### src/rtl/axi_pkg.sv
// Shared AXI definitions for the write master.
//   - Response codes (OKAY/EXOKAY/SLVERR/DECERR)
//   - Burst codes (FIXED/INCR/WRAP)
//   - Write-master FSM state encoding
//   - Error counter saturation value
package axi_pkg;

  typedef enum logic [1:0] {
    RESP_OKAY   = 2'b00,
    RESP_EXOKAY = 2'b01,
    RESP_SLVERR = 2'b10,
    RESP_DECERR = 2'b11
  } axi_resp_e;

  typedef enum logic [1:0] {
    BURST_FIXED = 2'b00,
    BURST_INCR  = 2'b01,
    BURST_WRAP  = 2'b10
  } axi_burst_e;

  typedef enum logic [1:0] {
    IDLE = 2'b00,
    ADDR = 2'b01,
    DATA = 2'b10
  } wr_state_e;

  localparam logic [7:0] ERR_CNT_MAX = 8'hFF;

endpackage

### src/rtl/axi_rsp_reg.sv
// Single-entry register between the AXI B channel and the requester's
// response port.
//   clk, rst_n        clock, asynchronous active-low reset
//   in_valid_i/in_ready_o/in_id_i/in_resp_i     B channel side
//   out_valid_o/out_ready_i/out_id_o/out_resp_o requester side
// Accepts a new entry whenever it is empty or being drained in the same
// cycle, so a steady stream of B beats passes at full rate.
module axi_rsp_reg #(
  parameter int unsigned ID_W = 4
) (
  input  logic            clk,
  input  logic            rst_n,
  input  logic            in_valid_i,
  output logic            in_ready_o,
  input  logic [ID_W-1:0] in_id_i,
  input  logic [1:0]      in_resp_i,
  output logic            out_valid_o,
  input  logic            out_ready_i,
  output logic [ID_W-1:0] out_id_o,
  output logic [1:0]      out_resp_o
);

  logic            valid_q;
  logic [ID_W-1:0] id_q;
  logic [1:0]      resp_q;

  assign in_ready_o  = !valid_q || out_ready_i;
  assign out_valid_o = valid_q;
  assign out_id_o    = id_q;
  assign out_resp_o  = resp_q;

  // NOTE: state registers use non-blocking assignments so every flop samples
  // pre-edge values regardless of evaluation order between always blocks.
  always_ff @(posedge clk or negedge rst_n) begin
    if (!rst_n) begin
      // NOTE: payload flops are reset as well (not only the valid bit) so the
      // outputs are deterministic out of reset; a RAM would not be cleared.
      valid_q <= 1'b0;
      id_q    <= '0;
      resp_q  <= '0;
    end else if (in_valid_i && in_ready_o) begin
      valid_q <= 1'b1;
      id_q    <= in_id_i;
      resp_q  <= in_resp_i;
    end else if (out_ready_i) begin
      valid_q <= 1'b0;
    end
  end

endmodule

### src/rtl/axi_wr_master.sv
// AXI write-channel master: converts a command + write-data stream into
// AW/W traffic and returns B responses to the requester.
//   a_clk, a_resetn                 clock, asynchronous active-low reset
//   cmd_*                           command in (id/addr/len/size/burst)
//   wd_*                            write data beats in
//   aw_*, w_*, b_*                  AXI write address/data/response channels
//   rsp_*                           registered B response to the requester
//   outst_cnt                       AW handshakes not yet matched by a B
//   err_cnt                         non-OKAY B responses, saturating
// Transactions are issued strictly in order, one burst at a time: AW first,
// then its W beats, then the next command may be taken.
module axi_wr_master
  import axi_pkg::*;
#(
  parameter int unsigned MAX_OUTST = 4,
  parameter int unsigned ID_W      = 4,
  parameter int unsigned ADDR_W    = 32,
  parameter int unsigned DATA_W    = 32
) (
  input  logic                a_clk,
  input  logic                a_resetn,
  // command
  input  logic                cmd_valid,
  output logic                cmd_ready,
  input  logic [ID_W-1:0]     cmd_id,
  input  logic [ADDR_W-1:0]   cmd_addr,
  input  logic [3:0]          cmd_len,
  input  logic [2:0]          cmd_size,
  input  logic [1:0]          cmd_burst,
  // write data stream
  input  logic                wd_valid,
  output logic                wd_ready,
  input  logic [DATA_W-1:0]   wd_data,
  input  logic [DATA_W/8-1:0] wd_strb,
  // AW channel
  output logic [ID_W-1:0]     aw_id,
  output logic [ADDR_W-1:0]   aw_addr,
  output logic [3:0]          aw_len,
  output logic [2:0]          aw_size,
  output logic [1:0]          aw_burst,
  output logic                aw_valid,
  input  logic                aw_ready,
  // W channel
  output logic [ID_W-1:0]     w_id,
  output logic [DATA_W-1:0]   w_data,
  output logic [DATA_W/8-1:0] w_strb,
  output logic                w_last,
  output logic                w_valid,
  input  logic                w_ready,
  // B channel
  input  logic [ID_W-1:0]     b_id,
  input  logic [1:0]          b_resp,
  input  logic                b_valid,
  output logic                b_ready,
  // response to requester
  output logic                rsp_valid,
  input  logic                rsp_ready,
  output logic [ID_W-1:0]     rsp_id,
  output logic [1:0]          rsp_resp,
  // status
  output logic [3:0]          outst_cnt,
  output logic [7:0]          err_cnt
);

  localparam logic [3:0] MAX_OUTST_C = 4'(MAX_OUTST);

  wr_state_e         state_q;
  logic [ID_W-1:0]   aw_id_q;
  logic [ADDR_W-1:0] aw_addr_q;
  logic [3:0]        aw_len_q;
  logic [2:0]        aw_size_q;
  logic [1:0]        aw_burst_q;
  logic              aw_valid_q;
  logic [ID_W-1:0]   w_id_q;
  logic [3:0]        beat_cnt_q;
  logic              cmd_ready_q;
  logic [3:0]        outst_q, outst_d;
  logic [7:0]        err_q;

  logic in_data;
  logic cmd_hs, aw_hs, w_hs, b_hs;
  logic idle_next;

  assign in_data = (state_q == DATA);
  assign cmd_hs  = cmd_valid && cmd_ready_q;
  assign aw_hs   = aw_valid_q && aw_ready;
  assign w_hs    = w_valid && w_ready;
  assign b_hs    = b_valid && b_ready;

  // W beats pass straight through while the current burst's AW is done.
  assign w_valid  = in_data && wd_valid;
  assign wd_ready = in_data && w_ready;
  assign w_data   = wd_data;
  assign w_strb   = wd_strb;
  assign w_id     = w_id_q;
  assign w_last   = in_data && (beat_cnt_q == 4'd0);

  assign aw_id     = aw_id_q;
  assign aw_addr   = aw_addr_q;
  assign aw_len    = aw_len_q;
  assign aw_size   = aw_size_q;
  assign aw_burst  = aw_burst_q;
  assign aw_valid  = aw_valid_q;
  assign cmd_ready = cmd_ready_q;
  assign outst_cnt = outst_q;
  assign err_cnt   = err_q;

  // The FSM sits in IDLE after this edge either by staying there without a
  // command or by finishing the last beat of the current burst.
  assign idle_next = ((state_q == IDLE) && !cmd_hs) ||
                     (in_data && w_hs && (beat_cnt_q == 4'd0));

  // A B arriving with nothing outstanding is forwarded but cannot push the
  // count below zero; simultaneous AW and B cancel out.
  always_comb begin
    // NOTE: default assignment first so every path drives outst_d and no
    // latch is inferred.
    outst_d = outst_q;
    if (aw_hs && !b_hs) begin
      outst_d = outst_q + 4'd1;
    end else if (b_hs && !aw_hs && (outst_q != 4'd0)) begin
      outst_d = outst_q - 4'd1;
    end
  end

  always_ff @(posedge a_clk or negedge a_resetn) begin
    if (!a_resetn) begin
      state_q     <= IDLE;
      aw_id_q     <= '0;
      aw_addr_q   <= '0;
      aw_len_q    <= '0;
      aw_size_q   <= '0;
      aw_burst_q  <= '0;
      aw_valid_q  <= 1'b0;
      w_id_q      <= '0;
      beat_cnt_q  <= '0;
      cmd_ready_q <= 1'b0;
    end else begin
      // Registered so cmd_ready already reflects the count after this edge.
      cmd_ready_q <= idle_next && (outst_d < MAX_OUTST_C);
      case (state_q)
        IDLE: begin
          if (cmd_hs) begin
            aw_id_q    <= cmd_id;
            aw_addr_q  <= cmd_addr;
            aw_len_q   <= cmd_len;
            aw_size_q  <= cmd_size;
            aw_burst_q <= cmd_burst;
            w_id_q     <= cmd_id;
            beat_cnt_q <= cmd_len;
            aw_valid_q <= 1'b1;
            state_q    <= ADDR;
          end
        end
        ADDR: begin
          if (aw_ready) begin
            aw_valid_q <= 1'b0;
            state_q    <= DATA;
          end
        end
        DATA: begin
          if (w_hs) begin
            if (beat_cnt_q == 4'd0) begin
              state_q <= IDLE;
            end else begin
              beat_cnt_q <= beat_cnt_q - 4'd1;
            end
          end
        end
        default: begin
          aw_valid_q <= 1'b0;
          state_q    <= IDLE;
        end
      endcase
    end
  end

  always_ff @(posedge a_clk or negedge a_resetn) begin
    if (!a_resetn) begin
      outst_q <= '0;
      err_q   <= '0;
    end else begin
      outst_q <= outst_d;
      if (b_hs && (b_resp != RESP_OKAY) && (err_q != ERR_CNT_MAX)) begin
        err_q <= err_q + 8'd1;
      end
    end
  end

  axi_rsp_reg #(
    .ID_W (ID_W)
  ) u_rsp_reg (
    .clk         (a_clk),
    .rst_n       (a_resetn),
    .in_valid_i  (b_valid),
    .in_ready_o  (b_ready),
    .in_id_i     (b_id),
    .in_resp_i   (b_resp),
    .out_valid_o (rsp_valid),
    .out_ready_i (rsp_ready),
    .out_id_o    (rsp_id),
    .out_resp_o  (rsp_resp)
  );

endmodule

### config.mk
export PLATFORM = sky130hd
export DESIGN_NAME = axi_wr_master
export DESIGN_NICKNAME = d
export VERILOG_FILES = /design/src/rtl/axi_pkg.sv /design/src/rtl/axi_rsp_reg.sv /design/src/rtl/axi_wr_master.sv
export SDC_FILE = /design/constraint.sdc
export NUM_CORES = 1
export LEC_CHECK = 0
export BUFFER_PORTS_ARGS = -buffer_cell sky130_fd_sc_hd__buf_4
export CAP_MARGIN = 20
export CORE_AREA = 4 4 99 101
export CTS_CLUSTER_DIAMETER = 40
export DETAILED_ROUTE_END_ITERATION = 8
export DIE_AREA = 0 0 103 105
export PLACE_DENSITY = 0.82
export SYNTH_ARGS = -nofsm -noshare
export SYNTH_HDL_FRONTEND = slang
export SYNTH_HIERARCHICAL = 1
export SYNTH_SLANG_ARGS = --single-unit
### constraint.sdc
create_clock -name a_clk -period 1.6 [get_ports a_clk]
set_input_delay 0.32 -clock a_clk [delete_from_list [all_inputs] [get_ports a_clk]]
set_output_delay 0.32 -clock a_clk [all_outputs]
set_load 0.05 [all_outputs]
Word-level counts from Yosys, hierarchy flattened --
Cells that the tools add are included.
Storage, ports and cells: register bits after elaboration 72, input bits 95, output and inout port bits 110, word-level logic and storage cells 76
Operators by class: equality and inequality tests 8, bitwise logic cells 1, $lt $le $gt $ge 1, mux-type cells 16, reduce and logical (&&, ||, !) cells 32, add/subtract/negate cells 4
Operator list (count):
- 2-to-1 mux 4 bit | 5
- logical AND 1 bit | 16
- adder 8 x 1 -> 8 bit, second input constant | 1
- 2-to-1 mux 2 bit | 4
- != test 8 bit, second input constant | 1
- case mux 4 bit (2 select lines) | 1
- AND reduction 4 bit | 2
- subtractor 4 x 1 -> 4 bit, second input constant | 2
- != test 2 bit, second input constant | 3
- case mux 2 bit (3 select lines) | 1
- nonzero test 2 bit | 3
- adder 4 x 1 -> 4 bit, second input constant | 1
- zero test 1 bit | 4
- zero test 4 bit | 1
- less-than comparator 4 x 3 -> 1 bit, second input constant | 1
- 2-to-1 mux 1 bit | 4
- != test 2 x 1 -> 1 bit, second input constant | 2
- nonzero test 4 bit | 1
- case mux 1 bit (3 select lines) | 1
- AND reduction 3 bit | 1
- equality test 2 x 1 -> 1 bit, second input constant | 1
- equality test 2 bit, second input constant | 1
- zero test 2 bit | 1
- logical OR 1 bit | 2
- other kinds (2) | 2

Depth between registers and ports, before layout --
Gate-level depths: netlist of the first run.
depth after elaboration 9, gate-level depth with buffers 7, depth with buffers taken out 7

By module --
The synthesis of the first run kept the hierarchy.
By module, submodules not included:
- axi_wr_master | instances 1, area an instance 3100.5 µm², cells an instance 249, sequential area each 1626.6 µm²
- axi_rsp_reg | instances 1, area an instance 297.8 µm², cells an instance 16, sequential area each 175.2 µm²

Worst setup path before layout of the first run --
Ideal clock, no wire load.
path type reg2reg, start register u_rsp_reg.valid_q, in the netlist u_rsp_reg/out_valid_o, end register err_q[5], in the netlist err_cnt[5], cell stages (with the launch flop) 7, data required time 1.458 ns, path buffers 0, slack -0.437 ns, clock period less this slack 2.037 ns, arrival time 1.895 ns, library setup time 0.142 ns, path through dfrtp_1 > nand2b_4 > and2_1 > o221a_2 > nand4_1 > or2_2 > xnor2_1
Between the ends: word-level cells in the longest chain between the ends 5
RTL lines:
- from (decl) | RTL line axi_rsp_reg.sv:23 | logic valid_q;
- from (signal assigned) | RTL line axi_rsp_reg.sv:38 | valid_q <= 1'b0;
- from (signal assigned) | RTL line axi_rsp_reg.sv:42 | valid_q <= 1'b1;
- from (signal assigned) | RTL line axi_rsp_reg.sv:46 | valid_q <= 1'b0;
- zero test 1 bit | RTL line axi_rsp_reg.sv:27 | assign in_ready_o = !valid_q || out_ready_i;
- logical OR 1 bit | RTL line axi_rsp_reg.sv:27
- net b_ready | RTL line axi_wr_master.sv:54 | output logic b_ready,
- logical AND 1 bit | RTL line axi_wr_master.sv:88 | assign b_hs = b_valid && b_ready;
- logical AND 1 bit (2 in a row) | RTL line axi_wr_master.sv:184 | if (b_hs && (b_resp != RESP_OKAY) && (err_q != ERR_CNT_MAX)) begin
- to (signal assigned) | RTL line axi_wr_master.sv:185 | err_q <= err_q + 8'd1;
- to (decl) | RTL line axi_wr_master.sv:78 | logic [7:0] err_q;
The timed path passes the listed nets, and every way through them passes these cells. A chain may end at the register's enable or synchronous reset.

Worst setup path in the final report of the first run --
start register state_q[1], end output w_valid
Between the ends: word-level cells in the longest chain between the ends 2
RTL lines:
- from (decl) | RTL line axi_wr_master.sv:67 | wr_state_e state_q;
- from (signal assigned) | RTL line axi_wr_master.sv:128 | state_q <= IDLE;
- from (signal assigned) | RTL line axi_wr_master.sv:152 | state_q <= ADDR;
- from (signal assigned) | RTL line axi_wr_master.sv:158 | state_q <= DATA;
- equality test 2 bit | RTL line axi_wr_master.sv:84 | assign in_data = (state_q == DATA);
- logical AND 1 bit | RTL line axi_wr_master.sv:91 | assign w_valid = in_data && wd_valid;
- to (decl) | RTL line axi_wr_master.sv:48 | output logic w_valid,
No other way between the ends.

==> results of run 1 <==
path summary, 6_finish.rpt:
| check | depth (start not counted) | end | start | slack, ps |
|---|---|---|---|---|
| setup reg to reg | 7 | beat_cnt_q[3]$_DFFE_PN0P_ | state_q[1]$_DFFE_PN0P_ | 0 |
| setup / recovery | 4 | w_valid | state_q[1]$_DFFE_PN0P_ | -130 |
| hold / removal | 2 | aw_addr[20]$_DFFE_PN0P_ | cmd_addr[20] | 210 |
| max in group asynchronous | 3 | aw_addr[0]$_DFFE_PN0P_ | a_resetn | 610 |
| hold reg to reg | 1 | aw_len[2]$_DFFE_PN0P_ | aw_len[2]$_DFFE_PN0P_ | 510 |
| min in group asynchronous | 2 | err_cnt[5]$_DFFE_PN0P_ | a_resetn | 450 |
layout by cell type (no fill, tap or decap), types with 3 or more instances in the layout:
master      instances
a21oi_1             7
buf_12              3
dfrtp_2             8
clkinvlp_4          3
buf_4             151
o21ai_0             4
nand4_1             7
clkbuf_16           3
xnor2_1             6
nand3_1             4
buf_6               5
ha_1                4
mux2_2             45
dfrtp_1            64
nor2_1              3
mux2_4              7
nand2_1            11
inv_1               6
clkbuf_8           10
logic make-up (layout without fill, tap and decap cells):
kind of cell / Yosys count / count (layout) / share of synthesized area (%)
AOI/OAI and AO/OA: 24 / 24 / 4.75
muxes: 52 / 52 / 17.9
DFF: 72 / 72 / 53.0
adders and majority gates: 5 / 5 / 1.84
buffers and inverters: 54 / 186 / 11.0
xor gates and xnor gates: 8 / 8 / 2.06
and+or+nand+nor: 50 / 50 / 9.39
report_power, final:
part	internal [µW]	switching, µW	leakage, µW	total, µW
registers	2650	552	0.000858	3200
clock network	751	676	0.0000904	1430
logic	2420	4180	0.00132	6600
total	5820	5410	0.00227	11200
layer usage:
metal	wire length, µm	GRT usage [%]	part of all wire, %	up-vias
met3	707	4.14	8.5	14
li1	-	-	-	1129
met5	0	0	0	-
met4	104	5.64	1.3	0
met2	4230	24.4	51	102
met1	3240	16.5	39	1192
flip-flops by register name, indices dropped and copies added, names as in the netlist:
name / flops
state_q: 2
err_cnt: 8
aw_len: 4
u_rsp_reg/out_id_o: 4
u_rsp_reg/out_valid_o: 1
aw_valid: 1
aw_size: 3
u_rsp_reg/out_resp_o: 2
beat_cnt_q: 4
w_id: 4
cmd_ready: 1
outst_cnt: 4
aw_addr: 32
aw_burst: 2
cell usage after synthesis (all sizes together):
cell	number	share of area, %
ha	5	1.8
and2	3	0.63
nand3	7	1.4
inv	8	0.88
o22ai	2	0.37
a221o	1	0.29
nand2	12	1.5
nor2b	1	0.18
o221a	1	0.33
a21oi	9	1.7
o211ai	2	0.44
nand4	7	1.3
and3	3	0.55
nor4b	1	0.70
o21ai	7	1.1
or2b	2	0.44
nor2	5	0.55
nand2b	3	0.99
mux2	52	18
buf	46	10
xnor2	6	1.5
xor2	2	0.52
dfrtp	72	53
or3	1	0.18
a31o	2	0.52
or2	1	0.18
nor3	4	0.74
what timing repair did:
item	in CTS	in global routing
endpoints found under the hold margin	28	0
hold buffers	1	0
setup buffers	6	6
pin swaps	0	3
resized for setup	9	11
endpoints found under the setup margin	4	46
gates cloned	0	4
worst max-delay path: stages (launching register included):
cell     delay, ps
dfrtp_2        430
nor2b_1        130
buf_4          160
and2_2         200
buf_6          150
metrics by stage:
step	instances	utilization, %	instance area, µm²
finish	508	53.2	4800
global route	508	53.2	4800
CTS	501	51.4	4640
detailed placement	479	48.3	4360
global placement	479	48.3	4360
floorplan	265	-	3420
layout make-up:
class / count / area [µm²]
clock buffers: 10 / 138
clock inverters: 5 / 57.6
fillers: 780 / 4220
inverters: 8 / 30.0
multi-input cells: 139 / 1290
flip-flops and latches: 72 / 1810
well taps: 111 / 139
repair buffers: 163 / 1340
==> out/results.ini, run 1 <==
[grt]
grt_usage_pct=14.3
antenna_found_initial=0
grt_max_degree=41
grt_pass1_vias=2474
grt-ovfl-total=0
grt_pass1_wl_mm=12.0

[pwr]
finalPower_uw=11200
leakage_uw=0.00227
power_density_nw_per_um2=2340
ir_worst_vdd_mv=1.00

[sta]
holdWs_ps=205
setup_viol=3
period_needed_ps=1730
tns_ps=-368
min_period_over_period_pct=108
hold_viol_final=0
setup_ws_ps=-129
fmax_mhz=578
slew-limit-headroom_pct=72.3
rsz0062_at_grt=true
fin_skew_ps=11.2
drv_slew=0
worst_slew_pin_slew_ps=416

[synth]
syn-num-nets=365
ys_warn_count=6
synth_cells=265
yosysUniqueCellTypes=37
syn_area_um2=3400
synth-seq-cells=72
avgSynthCellArea_um2=12.8
ys_seq_area_share_pct=53.0

[placement]
place_ws_ps=13.4
gp_routability_congestion=0.849
dp_hpwl_mm=5.76
numPortBuffers=132

[floorplan]
die_x_um=103
start_util_pct=37.7
die_h_um=105
die_area_um2=10800
core_um2=9020
io-pin-count=205
fp-row-count=35

[worst_setup_path]
crit_arrival_ps=1410
endpoint_kind=primary output
required_ps=1280
path_class=reg -> out
cp_max_fo=9
cp-start-kind=flip-flop

[routing]
drc=0
viasPerCell=4.80
drtPass1Iterations=4
drtIter0Drc=41
vias=2437
wire_per_inst_um=16.3
ant_nets=0
finalWirelength_mm=8.28

[cts]
cts_num_sinks=72
clkTransAtPathRegs_ps=80
cts_made_buffers=9
h-tree-depth=3
clock-root-buffer=clkbuf_8
clockBufferDepth=2
cts_tree=yes
clock_latency_ps=340

[outcome]
status=finished, violations left
violations=negative setup slack

[flow_run]
maxCapViolations=0

[layout]
antenna_cells=0
area_growth_pct=41.2
drive_gt1_share_pct=66.2
nets=493

[hold_path]
hp-class=in -> reg

No activity file was read; power rests on OpenSTA's default activity.
==> inputs of run 2 (changes only) <==
- CORE_AREA: 4 4 99 101 -> 4 4 122 124
- DIE_AREA: 0 0 103 105 -> 0 0 126 128
- PLACE_DENSITY: 0.82 -> 0.59
==> out/results.ini, run 2 (synthesized netlist as in run 1, its figures left out) <==
[pwr]
sw_frac_of_total_pct=45.7  ; was 48.2%
ir_worst_vdd_mv=0.939  ; was 1.00 mV
power_density_nw_per_um2=2370  ; was 2340 nW/µm²
switchingPower_uw=5480  ; was 5410 µW
p_int_uw=6520  ; was 5820 µW
p_seq_share_pct=26.8  ; was 28.5%
leakage_uw=0.00238  ; was 0.00227 µW
comb_power_share_pct=56.3  ; was 58.8%
p_clk_share_pct=17.0  ; was 12.7%

[floorplan]
fp-row-count=43  ; was 35
core_um2=13800  ; was 9020 µm²
start_util_pct=24.7  ; was 37.7%
die_h_um=128  ; was 105 µm
io-pin-count=205  ; unchanged
die_x_um=126  ; was 103 µm
die_area_um2=16100  ; was 10,800 µm²

[grt]
antenna_found_initial=0  ; unchanged
grt_max_degree=42  ; was 41
grt_pass1_wl_mm=12.5  ; was 12.0 mm
grt-ovfl-total=0  ; unchanged
grt_usage_pct=9.77  ; was 14.3%
grt_pass1_vias=2538  ; was 2,474

[layout]
fillers=1369  ; was 780
final_util_pct=36.8  ; was 53.2%
final_common_cell=buf_4  ; unchanged
nets=500  ; was 493
antenna_cells=0  ; unchanged
area_growth_pct=49.2  ; was 41.2%
regArea_um2=1810  ; about the same
final_cell_mix=buf_4 (156), dfrtp_1 (63), mux2_2 (46)  ; was buf_4 (151), dfrtp_1 (64), mux2_2 (45)
largest_reg_flops=32  ; unchanged
multi_input_area_um2=1280  ; was 1290 µm²
drive_gt1_share_pct=66.2  ; about the same

[worst_setup_path]
critPathSlowestCell=dfrtp_2  ; unchanged
cp-start-kind=flip-flop  ; unchanged
max_stage_delay_ps=430  ; about the same
crit_arrival_ps=1390  ; was 1410 ps
endpoint_kind=primary output  ; unchanged
required_ps=1280  ; about the same
r2r_start=state_q[1]$_DFFE_PN0P_  ; unchanged
cp_max_fo=3  ; was 9
path_class=reg -> out  ; unchanged
crit_chain=nand2b_4 > nor4b_4 > buf_6  ; was nor2b_1 > buf_4 > and2_2 > buf_6
crit_path_start=state_q[0]$_DFFE_PN0P_  ; was state_q[1]$_DFFE_PN0P_

[sta]
period_needed_ps=1710  ; was 1730 ps
min_period_over_period_pct=107  ; was 108%
holdWs_ps=221  ; was 205 ps
drv_slew=0  ; unchanged
tns_ps=-197  ; was -368 ps
slew-limit-headroom_pct=81.8  ; was 72.3%
rsz0062_at_grt=true  ; unchanged
setup_viol=11  ; was 3
setup_ws_ps=-106  ; was -129 ps
fmax_mhz=586  ; was 578 MHz
hold_viol_final=0  ; unchanged
fin_skew_ps=7.46  ; was 11.2 ps
worst_slew_pin_slew_ps=271  ; was 416 ps

[placement]
numPortBuffers=132  ; unchanged
dp_hpwl_mm=6.19  ; was 5.76 mm
gp_routability_congestion=0.830  ; was 0.849

[cts]
clock_latency_ps=330  ; was 340 ps
clockBufferDepth=2  ; unchanged
cts_made_buffers=9  ; unchanged
h-tree-depth=3  ; unchanged
cts_tree=yes  ; unchanged
clock-root-buffer=clkbuf_16  ; was clkbuf_8
cts_num_sinks=72  ; unchanged
clkTransAtPathRegs_ps=60  ; was 80 ps

[routing]
vias=2490  ; was 2,437
ant_nets=0  ; unchanged
finalWirelength_mm=8.45  ; was 8.28 mm
viasPerCell=4.26  ; was 4.80
drtIter0Drc=36  ; was 41
wire_per_inst_um=14.4  ; was 16.3 µm
drc=0  ; unchanged
drtPass1Iterations=4  ; unchanged

[outcome]
violations=negative setup slack  ; unchanged
status=finished, violations left  ; unchanged

[flow_run]
maxCapViolations=0  ; unchanged

[hold_path]
hp-class=in -> reg  ; unchanged
min_from=cmd_addr[23]  ; was cmd_addr[20]

## run 2: changes by cell type in the layout (fill, tap and decap cells not counted), sizes merged
cell / delta
clkbuf: +2
buf: +8
clkinvlp: -3
clkinv: +1
## run 2: metal layers
layer  global-route usage [%]  routed length [µm]  vias up
met4                     3.28                  69        0
met2                     16.1                4240      104
li1                         -                   -     1157
met1                     11.1                3440     1215
met5                        0                   0        -
met3                     4.71                 700       14
## run 2: timing repair
item | in CTS | in global routing
pin swaps | 2 | 5
gates resized for setup | 7 | 21
gates cloned | 0 | 5
setup endpoints to repair | 4 | 44
hold endpoints to repair | 10 | 0
hold buffers | 1 | 0
setup buffers | 4 | 8
## run 2: power by group through the flow
| stage | clock [µW] | combinational (µW) | sequential, µW |
|---|---|---|---|
| final | 2040 | 6750 | 3210 |
| after global routing | 2200 | 7080 | 3350 |
| after CTS | 2130 | 6470 | 3210 |
| after floorplan | 0 | 1980 | 5810 |
| after global placement | 0 | 6310 | 3200 |
| after detailed placement | 0 | 6380 | 3240 |
## run 2: cell type report
cell class                 count  area share [%]
multi-input combinational    139            25.3
inverter                       8           0.592
clock buffer                  13            5.33
timing repair buffer         170            27.8
tap                          180            4.44
clock inverter                 3           0.790
sequential                    72            35.8
## run 2: through the flow
stage | cells | total power [µW] | setup slack (ps) | instance area (µm²)
after detailed placement | 552 | 9620 | -22.8 | 4480
after CTS | 573 | 11800 | -153 | 4840
final | 585 | 12000 | -106 | 5070
after global routing | 585 | 12600 | -186 | 5070
after floorplan | 265 | 7790 | -389 | 3420
after global placement | 552 | 9520 | 10.8 | 4480
## run 2: critical path: cells and delay by family, from the launching register on
family / cells / cell delay [ps]
flops: 1 / 430
buf+inv: 1 / 200
simple gates: 2 / 430
## run 2: worst paths after layout
| kind | cells after the start | slack [ps] | to |
|---|---|---|---|
| setup / recovery | 3 | -110 | w_last |
| hold / removal | 2 | 220 | aw_addr[23]$_DFFE_PN0P_ |
| setup reg to reg | 5 | -10 | aw_addr[12]$_DFFE_PN0P_ |
| hold reg to reg | 1 | 510 | aw_addr[29]$_DFFE_PN0P_ |
| max in group asynchronous | 3 | 670 | cmd_ready$_DFF_PN0_ |
| min in group asynchronous | 2 | 390 | err_cnt[6]$_DFFE_PN0P_ |
